File: src/rtl/pipelined_cla_adder_if.sv
// Handshake and operand/result bundle for the pipelined CLA adder/subtractor.
// The master side issues operands and accepts results. The slave side is the adder.
interface pipelined_cla_adder_if #(
  parameter int WIDTH = 32
);
  logic             Valid_i;
  logic             Ready_o;
  logic [WIDTH-1:0] Number1_i;
  logic [WIDTH-1:0] Number2_i;
  logic             Carry_i;
  logic             Subtract_i;
  logic             Valid_o;
  logic             Ready_i;
  logic [WIDTH-1:0] Result_o;
  logic             Carry_o;
  logic             Overflow_o;
  logic             Zero_o;

  modport master (
    output Valid_i, Number1_i, Number2_i, Carry_i, Subtract_i, Ready_i,
    input  Ready_o, Valid_o, Result_o, Carry_o, Overflow_o, Zero_o
  );

  modport slave (
    input  Valid_i, Number1_i, Number2_i, Carry_i, Subtract_i, Ready_i,
    output Ready_o, Valid_o, Result_o, Carry_o, Overflow_o, Zero_o
  );
endinterface

File: src/rtl/pipelined_cla_adder.sv
// Pipelined carry-lookahead adder/subtractor: one WIDTH/STAGES slice per stage, with the slice
// carry registered between stages and a global advance shared by every stage and the output.
module pipelined_cla_adder #(
  parameter int WIDTH  = 32,
  parameter int STAGES = 4,
  parameter int BLOCK  = 4
) (
  input logic                 Clock_i,
  input logic                 Reset_i,
  pipelined_cla_adder_if.slave bus
);
  localparam int SLICE = WIDTH / STAGES;
  localparam int NGRP  = SLICE / BLOCK;
  localparam int LAST  = STAGES - 1;

  // Returns {carry_out, sum} for one slice built from BLOCK-bit lookahead groups.
  function automatic logic [SLICE:0] cla_slice(input logic [SLICE-1:0] a,
                                               input logic [SLICE-1:0] b,
                                               input logic             cin);
    logic [SLICE-1:0] g;
    logic [SLICE-1:0] p;
    logic [SLICE:0]   c;
    logic [NGRP-1:0]  grp_g;
    logic [NGRP-1:0]  grp_p;
    logic [NGRP:0]    grp_c;
    g     = a & b;
    p     = a ^ b;
    grp_g = '0;
    grp_p = '1;
    c     = '0;
    for (int j = 0; j < NGRP; j++) begin
      for (int i = 0; i < BLOCK; i++) begin
        grp_g[j] = g[j*BLOCK+i] | (p[j*BLOCK+i] & grp_g[j]);
        grp_p[j] = grp_p[j] & p[j*BLOCK+i];
      end
    end
    grp_c[0] = cin;
    for (int j = 0; j < NGRP; j++) begin
      grp_c[j+1] = grp_g[j] | (grp_p[j] & grp_c[j]);
    end
    for (int j = 0; j < NGRP; j++) begin
      c[j*BLOCK] = grp_c[j];
      for (int i = 1; i < BLOCK; i++) begin
        c[j*BLOCK+i] = g[j*BLOCK+i-1] | (p[j*BLOCK+i-1] & c[j*BLOCK+i-1]);
      end
    end
    c[SLICE] = grp_c[NGRP];
    return {c[SLICE], p ^ c[SLICE-1:0]};
  endfunction

  // The A word is consumed from the bottom while finished sum slices enter at the top, so
  // after the last stage it holds the complete result in natural bit order.
  function automatic logic [WIDTH-1:0] shift_in(input logic [WIDTH-1:0] word,
                                                input logic [SLICE-1:0] slice);
    return WIDTH'({slice, word} >> SLICE);
  endfunction

  logic adv;
  logic valid_o_q, valid_o_d;
  logic [WIDTH-1:0] result_q, result_d;
  logic carry_q, carry_d, ovf_q, ovf_d, zero_q, zero_d;

  // Inputs seen by each stage: entry for stage 0, the previous stage register otherwise.
  logic [WIDTH-1:0] a_st [STAGES];
  logic [WIDTH-1:0] b_st [STAGES];
  logic             c_st [STAGES];
  logic             v_st [STAGES];

  assign adv         = bus.Ready_i | ~valid_o_q;
  assign bus.Ready_o = adv;

  assign a_st[0] = bus.Number1_i;
  assign b_st[0] = bus.Subtract_i ? ~bus.Number2_i : bus.Number2_i;
  assign c_st[0] = bus.Carry_i ^ bus.Subtract_i;
  assign v_st[0] = bus.Valid_i;

  for (genvar k = 0; k < STAGES - 1; k++) begin : g_stage
    logic [SLICE:0]   r;
    logic [WIDTH-1:0] a_q, a_d, b_q, b_d;
    logic             c_q, c_d, v_q, v_d;

    assign r = cla_slice(a_st[k][SLICE-1:0], b_st[k][SLICE-1:0], c_st[k]);

    always_comb begin
      a_d = a_q;
      b_d = b_q;
      c_d = c_q;
      v_d = v_q;
      if (adv) begin
        a_d = shift_in(a_st[k], r[SLICE-1:0]);
        b_d = b_st[k] >> SLICE;
        c_d = r[SLICE];
        v_d = v_st[k];
      end
    end

    // ---- stage k -> stage k+1 boundary ----
    always_ff @(posedge Clock_i) begin
      if (Reset_i) v_q <= 1'b0;
      else         v_q <= v_d;
      a_q <= a_d;
      b_q <= b_d;
      c_q <= c_d;
    end

    assign a_st[k+1] = a_q;
    assign b_st[k+1] = b_q;
    assign c_st[k+1] = c_q;
    assign v_st[k+1] = v_q;
  end

  logic [SLICE:0]   fin_r;
  logic [WIDTH-1:0] fin_sum;
  logic             fin_cmsb;

  assign fin_r    = cla_slice(a_st[LAST][SLICE-1:0], b_st[LAST][SLICE-1:0], c_st[LAST]);
  assign fin_sum  = shift_in(a_st[LAST], fin_r[SLICE-1:0]);
  // Carry into the MSB is recovered from the MSB's own sum = a ^ b ^ cin.
  assign fin_cmsb = fin_r[SLICE-1] ^ a_st[LAST][SLICE-1] ^ b_st[LAST][SLICE-1];

  always_comb begin
    valid_o_d = valid_o_q;
    result_d  = result_q;
    carry_d   = carry_q;
    ovf_d     = ovf_q;
    zero_d    = zero_q;
    if (adv) begin
      valid_o_d = v_st[LAST];
      if (v_st[LAST]) begin
        result_d = fin_sum;
        carry_d  = fin_r[SLICE];
        ovf_d    = fin_cmsb ^ fin_r[SLICE];
        zero_d   = ~|fin_sum;
      end
    end
  end

  // ---- last stage -> output boundary ----
  always_ff @(posedge Clock_i) begin
    if (Reset_i) begin
      valid_o_q <= 1'b0;
      result_q  <= '0;
      carry_q   <= 1'b0;
      ovf_q     <= 1'b0;
      zero_q    <= 1'b0;
    end else begin
      valid_o_q <= valid_o_d;
      result_q  <= result_d;
      carry_q   <= carry_d;
      ovf_q     <= ovf_d;
      zero_q    <= zero_d;
    end
  end

  assign bus.Valid_o    = valid_o_q;
  assign bus.Result_o   = result_q;
  assign bus.Carry_o    = carry_q;
  assign bus.Overflow_o = ovf_q;
  assign bus.Zero_o     = zero_q;
endmodule
File: src/flat_wrapper.sv
// flat-port wrapper written by rule: the top's interface ports become plain ports
module pipelined_cla_adder_flat 
#(
  parameter int WIDTH  = 32,
  parameter int STAGES = 4,
  parameter int BLOCK  = 4
)
  (Clock_i, Reset_i, bus_Valid_i, bus_Number1_i, bus_Number2_i, bus_Carry_i, bus_Subtract_i, bus_Ready_i, bus_Ready_o, bus_Valid_o, bus_Result_o, bus_Carry_o, bus_Overflow_o, bus_Zero_o);
  pipelined_cla_adder_if #(.WIDTH(WIDTH)) bus_i ();
  input logic Clock_i;
  input logic Reset_i;
  input wire logic [$bits(bus_i.Valid_i)-1:0] bus_Valid_i;
  input wire logic [$bits(bus_i.Number1_i)-1:0] bus_Number1_i;
  input wire logic [$bits(bus_i.Number2_i)-1:0] bus_Number2_i;
  input wire logic [$bits(bus_i.Carry_i)-1:0] bus_Carry_i;
  input wire logic [$bits(bus_i.Subtract_i)-1:0] bus_Subtract_i;
  input wire logic [$bits(bus_i.Ready_i)-1:0] bus_Ready_i;
  output wire logic [$bits(bus_i.Ready_o)-1:0] bus_Ready_o;
  output wire logic [$bits(bus_i.Valid_o)-1:0] bus_Valid_o;
  output wire logic [$bits(bus_i.Result_o)-1:0] bus_Result_o;
  output wire logic [$bits(bus_i.Carry_o)-1:0] bus_Carry_o;
  output wire logic [$bits(bus_i.Overflow_o)-1:0] bus_Overflow_o;
  output wire logic [$bits(bus_i.Zero_o)-1:0] bus_Zero_o;
  assign bus_i.Valid_i = bus_Valid_i;
  assign bus_i.Number1_i = bus_Number1_i;
  assign bus_i.Number2_i = bus_Number2_i;
  assign bus_i.Carry_i = bus_Carry_i;
  assign bus_i.Subtract_i = bus_Subtract_i;
  assign bus_i.Ready_i = bus_Ready_i;
  assign bus_Ready_o = bus_i.Ready_o;
  assign bus_Valid_o = bus_i.Valid_o;
  assign bus_Result_o = bus_i.Result_o;
  assign bus_Carry_o = bus_i.Carry_o;
  assign bus_Overflow_o = bus_i.Overflow_o;
  assign bus_Zero_o = bus_i.Zero_o;
  pipelined_cla_adder #(.WIDTH(WIDTH), .STAGES(STAGES), .BLOCK(BLOCK)) u_core (.Clock_i(Clock_i), .Reset_i(Reset_i), .bus(bus_i));
endmodule
File: config.mk
export PLATFORM = sky130hd
export DESIGN_NAME = pipelined_cla_adder_flat
export DESIGN_NICKNAME = d
export VERILOG_FILES = /design/src/rtl/pipelined_cla_adder_if.sv /design/src/rtl/pipelined_cla_adder.sv /design/src/flat_wrapper.sv
export SDC_FILE = /design/constraint.sdc
export NUM_CORES = 1
export LEC_CHECK = 0
export BUFFER_PORTS_ARGS = -buffer_cell sky130_fd_sc_hd__clkbuf_2
export CAP_MARGIN = 5
export CORE_MARGIN = 2
export CORE_UTILIZATION = 50
export DETAILED_ROUTE_END_ITERATION = 16
export PLACE_DENSITY = 0.75
export SYNTH_ARGS = -nofsm -noshare
export SYNTH_HDL_FRONTEND = slang
export SYNTH_SLANG_ARGS = --single-unit
File: constraint.sdc
create_clock -name Clock_i -period 4.95 [get_ports Clock_i]
set_clock_uncertainty 0.2 [all_clocks]
set_input_delay 0.99 -clock Clock_i [delete_from_list [all_inputs] [get_ports Clock_i]]
set_output_delay 0.99 -clock Clock_i [all_outputs]
set_load 0.005 [all_outputs]
## After elaboration in Yosys (flattened, before gate mapping)

Cells that the tools add are included.

| storage, ports and cells | value |
|---|---|
| flip-flop bits (word level) | 186 |
| latch bits | 0 |
| memory bits (writable) | 0 |
| bits in read-only memories | 0 |
| input bits | 70 |
| logic and storage cells | 176 |
| memories kept | 0 |

| operators by class | value |
|---|---|
| add/subtract/negate cells | 0 |
| multiply operators | 0 |
| div/mod/pow operators | 0 |
| order comparisons | 0 |
| equality and inequality tests | 0 |
| shift-type cells | 0 |
| muxes and demuxes | 1 |
| bitwise logic cells | 155 |
| reductions and logical operators | 3 |

Operators by type and width:

| kind | number |
|---|---|
| $and A1 B1 Y1 | 80 |
| $xor A8 B8 Y8 | 8 |
| $or A1 B1 Y1 | 57 |
| $and A8 B8 Y8 | 4 |
| $mux W32 | 1 |
| $not A32 Y32 | 1 |
| $reduce_or A32 Y1 | 1 |
| $xor A1 B1 Y1 | 4 |
| $reduce_and A2 Y1 | 1 |
| $logic_not A1 Y1 | 1 |
| $not A1 Y1 | 1 |

## Logic depth before layout (Yosys ltp)

Gate-level depths: netlist of the first run.

| logic depth | value |
|---|---|
| depth in word-level cells | 18 |
| depth in mapped cells | 12 |
| gate-level depth less buffers | 12 |

## Least setup slack after synthesis of the first run

Ideal clock, no wire load.

| timing | value |
|---|---|
| path type | input-to-reg |
| from | input bus_Subtract_i |
| to | register u_core.g_stage[0].a_q[31] (data pin) |
| library setup time | 0.258 ns |
| data arrival time | 3.445 ns |
| data required time | 4.492 ns |
| path slack | 1.047 ns |
| stages | 11 |
| path buffers | 2 |
| path through | buf_2 -> buf_2 -> xor2_1 -> ha_1 -> o21a_1 -> a21o_1 -> a21oi_1 -> fa_1 -> fa_1 -> fa_1 -> xnor2_1 |

| between the ends | value |
|---|---|
| longest elaborated chain between the ends | 16 |
| elaborated cells between the ends (all ways) | 22 |
| classes of those cells | mux: 1; bitwise: 21 |

RTL lines:

| what | line | source |
|---|---|---|
| from (decl) | flat_wrapper.sv:16 | `input wire logic [$bits(bus_i.Subtract_i)-1:0] bus_Subtract_i;` |
| $mux W32 | pipelined_cla_adder.sv:73 | `assign b_st[0] = bus.Subtract_i ? ~bus.Number2_i : bus.Number2_i;` |
| $xor A8 B8 Y8 / $and A8 B8 Y8 (equally long branches) | pipelined_cla_adder.sv:27, pipelined_cla_adder.sv:26 |  |
| $and A1 B1 Y1 | pipelined_cla_adder.sv:33 | `grp_g[j] = g[j*BLOCK+i] \| (p[j*BLOCK+i] & grp_g[j]);` |
| $or A1 B1 Y1 | pipelined_cla_adder.sv:33 |  |
| $and A1 B1 Y1 | pipelined_cla_adder.sv:33 |  |
| $or A1 B1 Y1 | pipelined_cla_adder.sv:33 |  |
| $and A1 B1 Y1 | pipelined_cla_adder.sv:33 |  |
| $or A1 B1 Y1 | pipelined_cla_adder.sv:33 |  |
| $or A1 B1 Y1 | pipelined_cla_adder.sv:39 | `grp_c[j+1] = grp_g[j] \| (grp_p[j] & grp_c[j]);` |
| $and A1 B1 Y1 | pipelined_cla_adder.sv:44 | `c[j*BLOCK+i] = g[j*BLOCK+i-1] \| (p[j*BLOCK+i-1] & c[j*BLOCK+i-1]);` |
| $or A1 B1 Y1 | pipelined_cla_adder.sv:44 |  |
| $and A1 B1 Y1 | pipelined_cla_adder.sv:44 |  |
| $or A1 B1 Y1 | pipelined_cla_adder.sv:44 |  |
| $and A1 B1 Y1 | pipelined_cla_adder.sv:44 |  |
| $or A1 B1 Y1 | pipelined_cla_adder.sv:44 |  |
| $xor A8 B8 Y8 * | pipelined_cla_adder.sv:48 | `return {c[SLICE], p ^ c[SLICE-1:0]};` |
| net u_core.g_stage[0].r[7] | pipelined_cla_adder.sv:78 | `logic [SLICE:0] r;` |
| to (signal assigned) | pipelined_cla_adder.sv:101 | `a_q <= a_d;` |
| to (decl) | pipelined_cla_adder.sv:79 | `logic [WIDTH-1:0] a_q, a_d, b_q, b_d;` |

Mark *: on every way through the listed nets, which the timed path passes. The rest lies on a longest branch.
A chain may end at the register's enable or synchronous reset.

## Final worst setup path of the first run

| timing | value |
|---|---|
| from | register u_core.g_stage[2].a_q[0] |
| to | register u_core.ovf_q, in the netlist u_core.bus.Overflow_o |

| between the ends | value |
|---|---|
| longest elaborated chain between the ends | 18 |
| elaborated cells between the ends (all ways) | 25 |
| classes of those cells | bitwise: 25 |

RTL lines:

| what | line | source |
|---|---|---|
| from (decl) | pipelined_cla_adder.sv:79 |  |
| from (signal assigned) | pipelined_cla_adder.sv:101 |  |
| $and A8 B8 Y8 | pipelined_cla_adder.sv:26 | `g = a & b;` |
| $and A1 B1 Y1 | pipelined_cla_adder.sv:33 |  |
| $or A1 B1 Y1 | pipelined_cla_adder.sv:33 |  |
| $and A1 B1 Y1 | pipelined_cla_adder.sv:33 |  |
| $or A1 B1 Y1 | pipelined_cla_adder.sv:33 |  |
| $and A1 B1 Y1 | pipelined_cla_adder.sv:33 |  |
| $or A1 B1 Y1 | pipelined_cla_adder.sv:33 |  |
| $or A1 B1 Y1 * | pipelined_cla_adder.sv:39 |  |
| $and A1 B1 Y1 | pipelined_cla_adder.sv:44 |  |
| $or A1 B1 Y1 | pipelined_cla_adder.sv:44 |  |
| $and A1 B1 Y1 | pipelined_cla_adder.sv:44 |  |
| $or A1 B1 Y1 | pipelined_cla_adder.sv:44 |  |
| $and A1 B1 Y1 | pipelined_cla_adder.sv:44 |  |
| $or A1 B1 Y1 | pipelined_cla_adder.sv:44 |  |
| $xor A8 B8 Y8 | pipelined_cla_adder.sv:48 |  |
| $xor A1 B1 Y1 (2 in series) | pipelined_cla_adder.sv:119 | `assign fin_cmsb = fin_r[SLICE-1] ^ a_st[LAST][SLICE-1] ^ b_st[LAST][SLICE-1];` |
| $xor A1 B1 Y1 * | pipelined_cla_adder.sv:132 | `ovf_d = fin_cmsb ^ fin_r[SLICE];` |
| to (signal assigned) | pipelined_cla_adder.sv:150 | `ovf_q <= ovf_d;` |
| to (decl) | pipelined_cla_adder.sv:61 | `logic carry_q, carry_d, ovf_q, ovf_d, zero_q, zero_d;` |

Mark *: on every way between the ends. The rest lies on a longest branch, timed or not.

==> results of run 1 <==
-- flip-flops by register name, indices dropped and copies added, names as in the netlist --
register               cells
u_core.bus.Overflow_o      1
u_core.bus.Carry_o         1
u_core.bus.Result_o       32
u_core.g_stage.v_q         3
u_core.bus.Valid_o         1
u_core.g_stage.c_q         3
u_core.g_stage.a_q        96
u_core.g_stage.b_q        48
u_core.bus.Zero_o          1
-- layer usage --
layer / track usage [%] / share of wire (%) / vias up
met5: 0 / 0 / -
met4: 7.43 / 2.1 / 0
met3: 3.56 / 4.1 / 18
met2: 27.3 / 52 / 93
met1: 18.8 / 42 / 1928
li1: - / - / 2008
-- cells in the final DEF (no fill, tap or decap), types with 6 or more instances in the layout --
cell	netlist	routed
sky130_fd_sc_hd__edfxtp_1	147	147
sky130_fd_sc_hd__clkbuf_2	0	106
sky130_fd_sc_hd__nand2_1	61	61
sky130_fd_sc_hd__dfxtp_1	39	39
sky130_fd_sc_hd__a21oi_1	37	37
sky130_fd_sc_hd__inv_1	36	36
sky130_fd_sc_hd__xor2_1	36	36
sky130_fd_sc_hd__ha_1	32	32
sky130_fd_sc_hd__fa_1	24	24
sky130_fd_sc_hd__clkbuf_16	0	17
sky130_fd_sc_hd__nor2_1	16	16
sky130_fd_sc_hd__xnor2_1	8	8
sky130_fd_sc_hd__a21o_1	8	8
sky130_fd_sc_hd__nor4_1	6	6
-- worst max path at each step --
stage	start	to	slack, ps
floorplan	bus_Subtract_i	u_core.g_stage[0].a_q[31]	1050
global placement	bus_Subtract_i	u_core.g_stage[0].a_q[31]	880
detailed placement	bus_Subtract_i	u_core.g_stage[0].a_q[31]	780
CTS	u_core.g_stage[2].a_q[0]	u_core.bus.Overflow_o	1040
global route	u_core.g_stage[2].a_q[0]	u_core.bus.Overflow_o	890
finish	u_core.g_stage[2].a_q[0]	u_core.bus.Overflow_o	1060
-- metrics by stage --
stage	hold slack, ps	power [mW]
floorplan	200	2.31
global placement	202	2.43
detailed placement	205	2.46
CTS	215	3.78
global route	221	3.91
finish	212	3.74
-- Yosys cell counts, types with 2 or more instances --
master,number
sky130_fd_sc_hd__edfxtp_1,147
sky130_fd_sc_hd__a21oi_1,37
sky130_fd_sc_hd__nor3_1,3
sky130_fd_sc_hd__o21ai_1,3
sky130_fd_sc_hd__nand2b_1,2
sky130_fd_sc_hd__xnor2_1,8
sky130_fd_sc_hd__a21o_1,8
sky130_fd_sc_hd__a211oi_2,5
sky130_fd_sc_hd__mux2i_1,2
sky130_fd_sc_hd__ha_1,32
sky130_fd_sc_hd__fa_1,24
sky130_fd_sc_hd__nand4_1,3
sky130_fd_sc_hd__buf_2,8
sky130_fd_sc_hd__inv_1,36
sky130_fd_sc_hd__clkbuf_1,5
sky130_fd_sc_hd__a31oi_1,2
sky130_fd_sc_hd__buf_4,3
sky130_fd_sc_hd__xor2_1,36
sky130_fd_sc_hd__dfxtp_1,39
sky130_fd_sc_hd__nand2_1,61
sky130_fd_sc_hd__a211oi_1,5
sky130_fd_sc_hd__nor4_1,6
sky130_fd_sc_hd__nor2b_1,2
sky130_fd_sc_hd__o21ai_0,5
sky130_fd_sc_hd__nor2_1,16
-- final cells by class --
cell class,instances,area share (%)
timing repair buffer,109,6.38
tap,184,2.60
sequential,186,58.6
clock buffer,19,4.89
inverter,36,1.53
clock inverter,13,1.72
multi-input combinational,268,24.2
-- where the power goes --
part / internal (mW) / switching (mW) / total, mW
logic: 0.173 / 0.200 / 0.374
registers: 1.95 / 0.0982 / 2.05
clock network: 0.788 / 0.531 / 1.32
total: 2.91 / 0.830 / 3.74
-- kinds of logic (layout without fill, tap and decap cells) --
family | count (synthesis) | in the layout | share of synthesized area, %
flip-flops | 186 | 186 | 68.6
AND/OR/NAND/NOR | 96 | 96 | 5.45
AO/OA/AOI/OAI | 70 | 70 | 5.93
adder cells (fa/ha/maj) | 56 | 56 | 11.6
buffers and inverters | 53 | 177 | 3.01
XOR/XNOR | 44 | 44 | 5.09
multiplexers | 2 | 2 | 0.264
==> metrics.log, run 1 <==
INFO  metric synth.top_cell.area_share = 58.3%
INFO  metric maxClockFrequency = 257 MHz
INFO  metric timing.hold.worst.class = flip-flop to flip-flop
INFO  metric routed_wirelength = 11900 um
INFO  metric grt_pass1_wl = 19400 um
INFO  metric cellLeakagePower = 3.66 nW
INFO  metric final-max-slew-violation-count = 0
INFO  metric drive_above_1_share = 23.1%
INFO  metric vias_per_cell = 4.97
INFO  metric asyncSetResetFlopFracSynth = 0%
INFO  metric ys_seq_area_share = 68.6%
INFO  metric numPlacedInstances = 783
INFO  metric grt_antenna_before_repair = 0
INFO  metric min_to = u_core.g_stage[2].b_q[3]
INFO  metric path_delay_family = adder cells
INFO  metric final_period_minus_worst_setup_slack = 3890 ps
INFO  metric num_io_pins = 107
INFO  metric portBuffers = 106
INFO  metric area_taken_by_multi_input_logic_gates = 0.00215 mm^2
INFO  metric pin_count_of_the_biggest_net_entering_global_routing = 88
INFO  metric cts_max_path_buffers = 2
INFO  metric area_delta_synth_final = 17.0%
INFO  metric max_slew.worst_pin.slew = 947 ps
INFO  metric critical_path_buf_inv_count = 0
INFO  metric yosysWarningCount = 0
INFO  metric cts-buffers-inserted = 17
INFO  metric routability_congestion_estimate_from_global_placement = 0.792
INFO  metric r2r-end = u_core.bus.Overflow_o
INFO  metric pre_cts_ws = 784 ps
INFO  metric syn_inst = 507
INFO  metric synth_nets = 633
INFO  metric post_route_cell_area = 0.00886 mm^2
INFO  metric die_area = 0.0161 mm^2
INFO  metric clock_sink_count = 186
INFO  metric crit_path_end_kind = flip-flop
INFO  metric cp-start-kind = flip-flop
INFO  metric ctsRootBufferMaster = sky130_fd_sc_hd__clkbuf_16
INFO  metric setup_violations = 0
INFO  metric ys_flop_type = sky130_fd_sc_hd__edfxtp_1
INFO  metric floorplan.initialDensity = 51.7%
INFO  metric p_per_area = 422 mW/mm^2
INFO  metric diodes = 0
INFO  metric final-seq-area = 0.00519 mm^2
INFO  metric nNetsFinal = 744
INFO  metric place_area = 0.00827 mm^2
INFO  metric worst-r2r-setup-slack = 1060 ps
INFO  metric routed_wire_length_per_instance = 14.6 um
INFO  metric fillers = 1142
INFO  metric drt_pre_antenna_iters = 4
INFO  metric drtIter0Drc = 202
INFO  metric holdBufCountCts = 0
INFO  metric grt_util_all_layers = 15.8%
INFO  metric grt_overflow = 0
INFO  metric setup_repair_after_global_routing_missed_its_margin = false
INFO  metric row_count = 44
INFO  metric core-area = 0.0146 mm^2
INFO  metric cts_htree_levels = 4
INFO  metric post_cts_buffers = 0
INFO  metric worst_case_reg_to_reg_path_depth = 12
INFO  metric slew_headroom = 36.8%
INFO  metric timing.critical_path.slowest_stage_cell = sky130_fd_sc_hd__fa_1
INFO  metric hold_start = u_core.g_stage[1].b_q[11]
INFO  metric synthesized_area_divided_by_synthesized_cell_count = 14.9 um^2
INFO  metric worst_r2r_startpoint = u_core.g_stage[2].a_q[0]
INFO  metric num_vias = 4047
INFO  metric final_cell_count_no_fill = 815
INFO  metric drv.max_cap_violation_count = 0
INFO  metric final_hold_viol_count = 0
INFO  metric ys_seq_elements = 186
INFO  metric drtAntennaViolNets = 0
INFO  metric synth_top_area_cell = sky130_fd_sc_hd__edfxtp_1
INFO  metric synth_area = 0.00757 mm^2
INFO  metric run_status = complete, no violations
INFO  metric path_max_fanout = 3
INFO  metric netlist-cell-type-count = 34
INFO  metric number_of_resized_instances_in_the_post_cts_repair_step = 0
INFO  metric critical_path.cell_chain = ha_1 > a211oi_2 > nor2_1 > o21ai_0 > nand2b_1 > fa_1 > fa_1 > fa_1 > xnor2_1 > xnor2_1 > xnor2_1 > a211oi_2
INFO  metric hpwl = 8580 um
INFO  metric netlist_top_cells_area = sky130_fd_sc_hd__edfxtp_1 58%, sky130_fd_sc_hd__dfxtp_1 10%, sky130_fd_sc_hd__fa_1 6.3%, sky130_fd_sc_hd__ha_1 5.3%, sky130_fd_sc_hd__xor2_1 4.2%
INFO  metric tritoncts = yes
INFO  metric cp_num_cells = 12
INFO  metric timing.critical_path.required = 5080 ps
INFO  metric die-height = 127 um
INFO  metric summed_negative_setup_slack_over_all_endpoints = 0 ps
INFO  metric fin_util = 60.5%
INFO  metric biggest_cell_delay_along_the_critical_path = 490 ps
INFO  metric fin_crit_sh = 78.6%
INFO  metric worst_slack = 1060 ps
INFO  metric drcViolationCount = 0
INFO  metric holdPathStages = 0
INFO  metric vdd.ir_drop.worst = 0.000276 V
INFO  metric worst_skew_pair.late_latency = 420 ps
INFO  metric synth-edff-count = 147
INFO  metric vias_in_the_first_global_route = 4122
INFO  metric cp.arrival = 4020 ps
INFO  metric worst_setup_hold_path_clk_slew = 70 ps
INFO  metric path_class = flip-flop to flip-flop
INFO  metric floorplan.die.width = 127 um
Power figures use the tool's default switching activity.
==> run 2: changes to the inputs <==
- ABC_AREA: not set -> 1
- PLACE_DENSITY: 0.75 -> 0.78
- clock period: 4.95 -> 3.25 ns (I/O delays scaled with it)
==> metrics.log, run 2 <==
INFO  metric cts_max_path_buffers = 2 (unchanged)
INFO  metric syn_inst = 549 (was 507)
INFO  metric vdd.ir_drop.worst = 0.000394 V (was 0.000276 V)
INFO  metric ys_seq_elements = 186 (unchanged)
INFO  metric slew_headroom = 41.5% (was 36.8%)
INFO  metric worst_setup_hold_path_clk_slew = 70 ps (about the same)
INFO  metric r2r-end = u_core.g_stage[2].a_q[31] (was u_core.bus.Overflow_o)
INFO  metric area_delta_synth_final = 22.4% (was 17.0%)
INFO  metric routed_wire_length_per_instance = 14.7 um (was 14.6 um)
INFO  metric timing.critical_path.required = 3240 ps (was 5080 ps)
INFO  metric hold_start = bus_Number1_i[17] (was u_core.g_stage[1].b_q[11])
INFO  metric path_max_fanout = 5 (was 3)
INFO  metric critical_path_buf_inv_count = 4 (was 0)
INFO  metric cellLeakagePower = 4.02 nW (was 3.66 nW)
INFO  metric floorplan.initialDensity = 50.6% (was 51.7%)
INFO  metric yosys.cell_count.top_type = sky130_fd_sc_hd__edfxtp_1 (unchanged)
INFO  metric synth.top_cell.area_share = 58.0% (was 58.3%)
INFO  metric fin_crit_sh = 97.5%
INFO  metric final_hold_viol_count = 0 (unchanged)
INFO  metric tritoncts = yes (unchanged)
INFO  metric netlist-cell-type-count = 27 (was 34)
INFO  metric final-max-slew-violation-count = 0 (unchanged)
INFO  metric asyncSetResetFlopFracSynth = 0% (unchanged)
INFO  metric path_class = input pin to flip-flop (was flip-flop to flip-flop)
INFO  metric num_io_pins = 107 (unchanged)
INFO  metric layout.cells.most_common_list = 147 x sky130_fd_sc_hd__edfxtp_1, 105 x sky130_fd_sc_hd__clkbuf_2, 90 x sky130_fd_sc_hd__nor2_1, 49 x sky130_fd_sc_hd__inv_1, 42 x sky130_fd_sc_hd__o21ai_0 (was 147 x sky130_fd_sc_hd__edfxtp_1, 106 x sky130_fd_sc_hd__clkbuf_2, 61 x sky130_fd_sc_hd__nand2_1, 39 x sky130_fd_sc_hd__dfxtp_1, 37 x sky130_fd_sc_hd__a21oi_1)
INFO  metric synth_top_area_cell = sky130_fd_sc_hd__edfxtp_1 (unchanged)
INFO  metric ctsRootBufferMaster = sky130_fd_sc_hd__clkbuf_16 (unchanged)
INFO  metric num_vias = 4354 (was 4047)
INFO  metric run_status = complete, no violations (unchanged)
INFO  metric nNetsFinal = 818 (was 744)
INFO  metric fillers = 1089 (was 1142)
INFO  metric sequential_fraction_of_design_power = 52.0% (was 54.8%)
INFO  metric grt_overflow = 0 (unchanged)
INFO  metric numPlacedInstances = 849 (was 783)
INFO  metric synth-edff-count = 147 (unchanged)
INFO  metric die_area = 0.0162 mm^2 (was 0.0161 mm^2)
INFO  metric die-height = 127 um (about the same)
INFO  metric crit_path_end_kind = flip-flop (unchanged)
INFO  metric internal-power = 4.69 mW (was 2.91 mW)
INFO  metric ranking_of_synthesized_cells_by_instance_count = 147 x sky130_fd_sc_hd__edfxtp_1, 91 x sky130_fd_sc_hd__nor2_1, 51 x sky130_fd_sc_hd__inv_1 (was 147 x sky130_fd_sc_hd__edfxtp_1, 61 x sky130_fd_sc_hd__nand2_1, 39 x sky130_fd_sc_hd__dfxtp_1)
INFO  metric final_period_minus_worst_setup_slack = 3170 ps
INFO  metric pin_count_of_the_biggest_net_entering_global_routing = 151 (was 88)
INFO  metric fin_worst_hold_slack = 195 ps (was 212 ps)
INFO  metric combinationalPowerShare = 12.5% (was 10.0%)
INFO  metric path_delay_family = adder cells (unchanged)
INFO  metric share_clk_of_total_power = 35.5% (was 35.2%)
INFO  metric grt_pass1_wl = 20800 um (was 19400 um)
INFO  metric row_count = 45 (was 44)
INFO  metric drt_pre_antenna_iters = 5 (was 4)
INFO  metric setup_violations = 0 (unchanged)
INFO  metric most_common_cell_after_layout_fill_and_taps_aside = sky130_fd_sc_hd__edfxtp_1 (unchanged)
INFO  metric grt_util_all_layers = 16.8% (was 15.8%)
INFO  metric register_with_the_most_flip_flops = u_core.g_stage.a_q (unchanged)
INFO  metric ys_flop_type = sky130_fd_sc_hd__edfxtp_1 (unchanged)
INFO  metric drv.max_cap_violation_count = 0 (unchanged)
INFO  metric design_power_total = 6.13 mW (was 3.74 mW)
INFO  metric ys_seq_area_share = 68.2% (was 68.6%)
INFO  metric largest_reg_flops = 96 (unchanged)
INFO  metric worst_skew_pair.late_latency = 430 ps (was 420 ps)
INFO  metric vias_in_the_first_global_route = 4462 (was 4122)
INFO  metric max_slew.worst_pin.slew = 876 ps (was 947 ps)
INFO  metric p_per_area = 658 mW/mm^2 (was 422 mW/mm^2)
INFO  metric netlist_top_cells_area = sky130_fd_sc_hd__edfxtp_1 58%, sky130_fd_sc_hd__dfxtp_1 10%, sky130_fd_sc_hd__fa_1 6.3%, sky130_fd_sc_hd__ha_1 5.3%, sky130_fd_sc_hd__nor2_1 4.5% (was sky130_fd_sc_hd__edfxtp_1 58%, sky130_fd_sc_hd__dfxtp_1 10%, sky130_fd_sc_hd__fa_1 6.3%, sky130_fd_sc_hd__ha_1 5.3%, sky130_fd_sc_hd__xor2_1 4.2%)
INFO  metric hpwl = 9240 um (was 8580 um)
INFO  metric routed_wirelength = 13100 um (was 11900 um)
INFO  metric worst-r2r-setup-slack = 160 ps (was 1060 ps)
INFO  metric yosysWarningCount = 0 (unchanged)
INFO  metric vias_per_cell = 4.88 (was 4.97)
INFO  metric worst_r2r_startpoint = u_core.g_stage[1].b_q[1] (was u_core.g_stage[2].a_q[0])
INFO  metric holdPathStages = 1 (was 0)
INFO  metric final-seq-area = 0.00519 mm^2 (unchanged)
INFO  metric floorplan.die.width = 127 um (about the same)
INFO  metric timing.hold.worst.class = input pin to flip-flop (was flip-flop to flip-flop)
INFO  metric worst_case_reg_to_reg_path_depth = 9 (was 12)
INFO  metric synthesized_area_divided_by_synthesized_cell_count = 13.9 um^2 (was 14.9 um^2)
INFO  metric clock_sink_count = 186 (unchanged)
INFO  metric cp.arrival = 3160 ps (was 4020 ps)
INFO  metric power.switching_fraction = 23.4% (was 22.2%)
INFO  metric drcViolationCount = 0 (unchanged)
INFO  metric min_to = u_core.g_stage[0].a_q[9] (was u_core.g_stage[2].b_q[3])
INFO  metric power_switching = 1.44 mW (was 0.830 mW)
INFO  metric cp-start-kind = input pin (was flip-flop)
INFO  metric timing.critical_path.slowest_stage_cell = sky130_fd_sc_hd__fa_2 (was sky130_fd_sc_hd__fa_1)
INFO  metric synth_area = 0.00761 mm^2 (was 0.00757 mm^2)
INFO  metric routability_congestion_estimate_from_global_placement = 0.783 (was 0.792)
INFO  metric synth_nets = 675 (was 633)
INFO  metric maxClockFrequency = 316 MHz
INFO  metric diodes = 0 (unchanged)
INFO  metric cts_htree_levels = 4 (unchanged)
INFO  metric drtIter0Drc = 249 (was 202)
INFO  metric final_cell_count_no_fill = 893 (was 815)
INFO  metric biggest_cell_delay_along_the_critical_path = 530 ps (was 490 ps)
INFO  metric area_taken_by_multi_input_logic_gates = 0.00227 mm^2 (was 0.00215 mm^2)
INFO  metric critical_path.cell_chain = buf_6 > xnor2_2 > inv_1 > ha_1 > nand4_1 > o211ai_1 > inv_1 > fa_2 > fa_2 > fa_2 > inv_1 (was ha_1 > a211oi_2 > nor2_1 > o21ai_0 > nand2b_1 > fa_1 > fa_1 > fa_1 > xnor2_1 > xnor2_1 > xnor2_1 > a211oi_2)
INFO  metric holdBufCountCts = 0 (unchanged)
INFO  metric drive_above_1_share = 28.4% (was 23.1%)
INFO  metric grt_antenna_before_repair = 0 (unchanged)
INFO  metric portBuffers = 106 (unchanged)
INFO  metric drtAntennaViolNets = 0 (unchanged)
INFO  metric core-area = 0.0150 mm^2 (was 0.0146 mm^2)
INFO  metric cts-buffers-inserted = 17 (unchanged)
==> run 2: changes by cell type in the layout (fill, tap and decap cells not counted), moves of 6 or more <==
cell                      before  now
sky130_fd_sc_hd__a21oi_1      37   12
sky130_fd_sc_hd__nor4_1        6    0
sky130_fd_sc_hd__nor2_1       16   90
sky130_fd_sc_hd__nand3_1       0   10
sky130_fd_sc_hd__fa_2          0   11
sky130_fd_sc_hd__o21ai_0       5   42
sky130_fd_sc_hd__inv_1        36   49
sky130_fd_sc_hd__fa_1         24   13
sky130_fd_sc_hd__buf_4         2   30
sky130_fd_sc_hd__nand2_1      61   23
sky130_fd_sc_hd__a21o_1        8    0
==> run 2: cell type report <==
class	instances	area share (%)
sequential	186	55.7
clock buffer	18	4.71
multi-input combinational	297	24.3
inverter	52	2.13
tap	188	2.52
timing repair buffer	138	8.51
clock inverter	14	2.07
==> run 2: timing repair <==
action                                 4_1_cts  5_1_grt
gates resized for setup                      7       19
endpoints found under the hold margin        0        0
pin swaps                                    6       12
setup endpoints to repair                    6        6
setup buffers                                3        9
==> run 2: cells by family after synthesis <==
| family | count (synthesis) | share of synthesized area, % |
|---|---|---|
| AOI/OAI and AO/OA | 61 | 4.16 |
| xor gates and xnor gates | 42 | 4.83 |
| adders and majority gates | 56 | 11.6 |
| buffers and inverters | 66 | 3.60 |
| DFF | 186 | 68.2 |
| and+or+nand+nor | 138 | 7.59 |
==> run 2: power by group through the flow <==
stage | combinational [mW] | clock, mW | sequential (mW)
after global placement | 0.658 | 0 | 3.21
after detailed placement | 0.703 | 0 | 3.24
after CTS | 0.725 | 2.22 | 3.19
final | 0.767 | 2.17 | 3.19
after floorplan | 0.450 | 0 | 3.17
after global routing | 0.875 | 2.31 | 3.22
==> run 2: stage by stage <==
| step | worst slack, ps | instance area, um^2 | TNS, ps | utilization [%] |
|---|---|---|---|---|
| finish | 82.2 | 9320 | 0 | 62.0 |
| floorplan | -415 | 7660 | -61950 | - |
| detailed placement | -465 | 8490 | -1600 | 56.5 |
| CTS | 7.70 | 9180 | 0 | 61.1 |
| global placement | -324 | 8490 | -720 | 56.5 |
| global route | -24.4 | 9320 | -24.4 | 62.0 |
==> run 2: worst max path at each step <==
stage / from / to / depth (start not counted)
2_1_floorplan: bus_Ready_i / u_core.g_stage[0].a_q[0] / 2
3_3_place_gp: bus_Subtract_i / u_core.g_stage[0].a_q[30] / 9
3_5_place_dp: bus_Subtract_i / u_core.g_stage[0].a_q[30] / 13
4_1_cts: u_core.g_stage[0].a_q[1] / u_core.g_stage[1].a_q[31] / 9
5_1_grt: u_core.g_stage[2].a_q[0] / u_core.bus.Overflow_o / 16
6_report: bus_Subtract_i / u_core.g_stage[0].a_q[30] / 11
==> run 2: worst reg2reg max path: cells and delay by family, from the launching register on <==
kind                       cells  cell delay [ps]
AOI/OAI and AO/OA              2              270
xor gates and xnor gates       1              150
adders and majority gates      4             1560
DFF                            1              410
and+or+nand+nor                2              240
==> run 2: layer usage <==
metal  part of all wire, %  wire [um]  track usage (%)
met5                     0          0                0
met4                   2.2        293             7.24
met3                   4.7        613             4.73
met2                    51       6650             28.3
met1                    42       5570             20.3
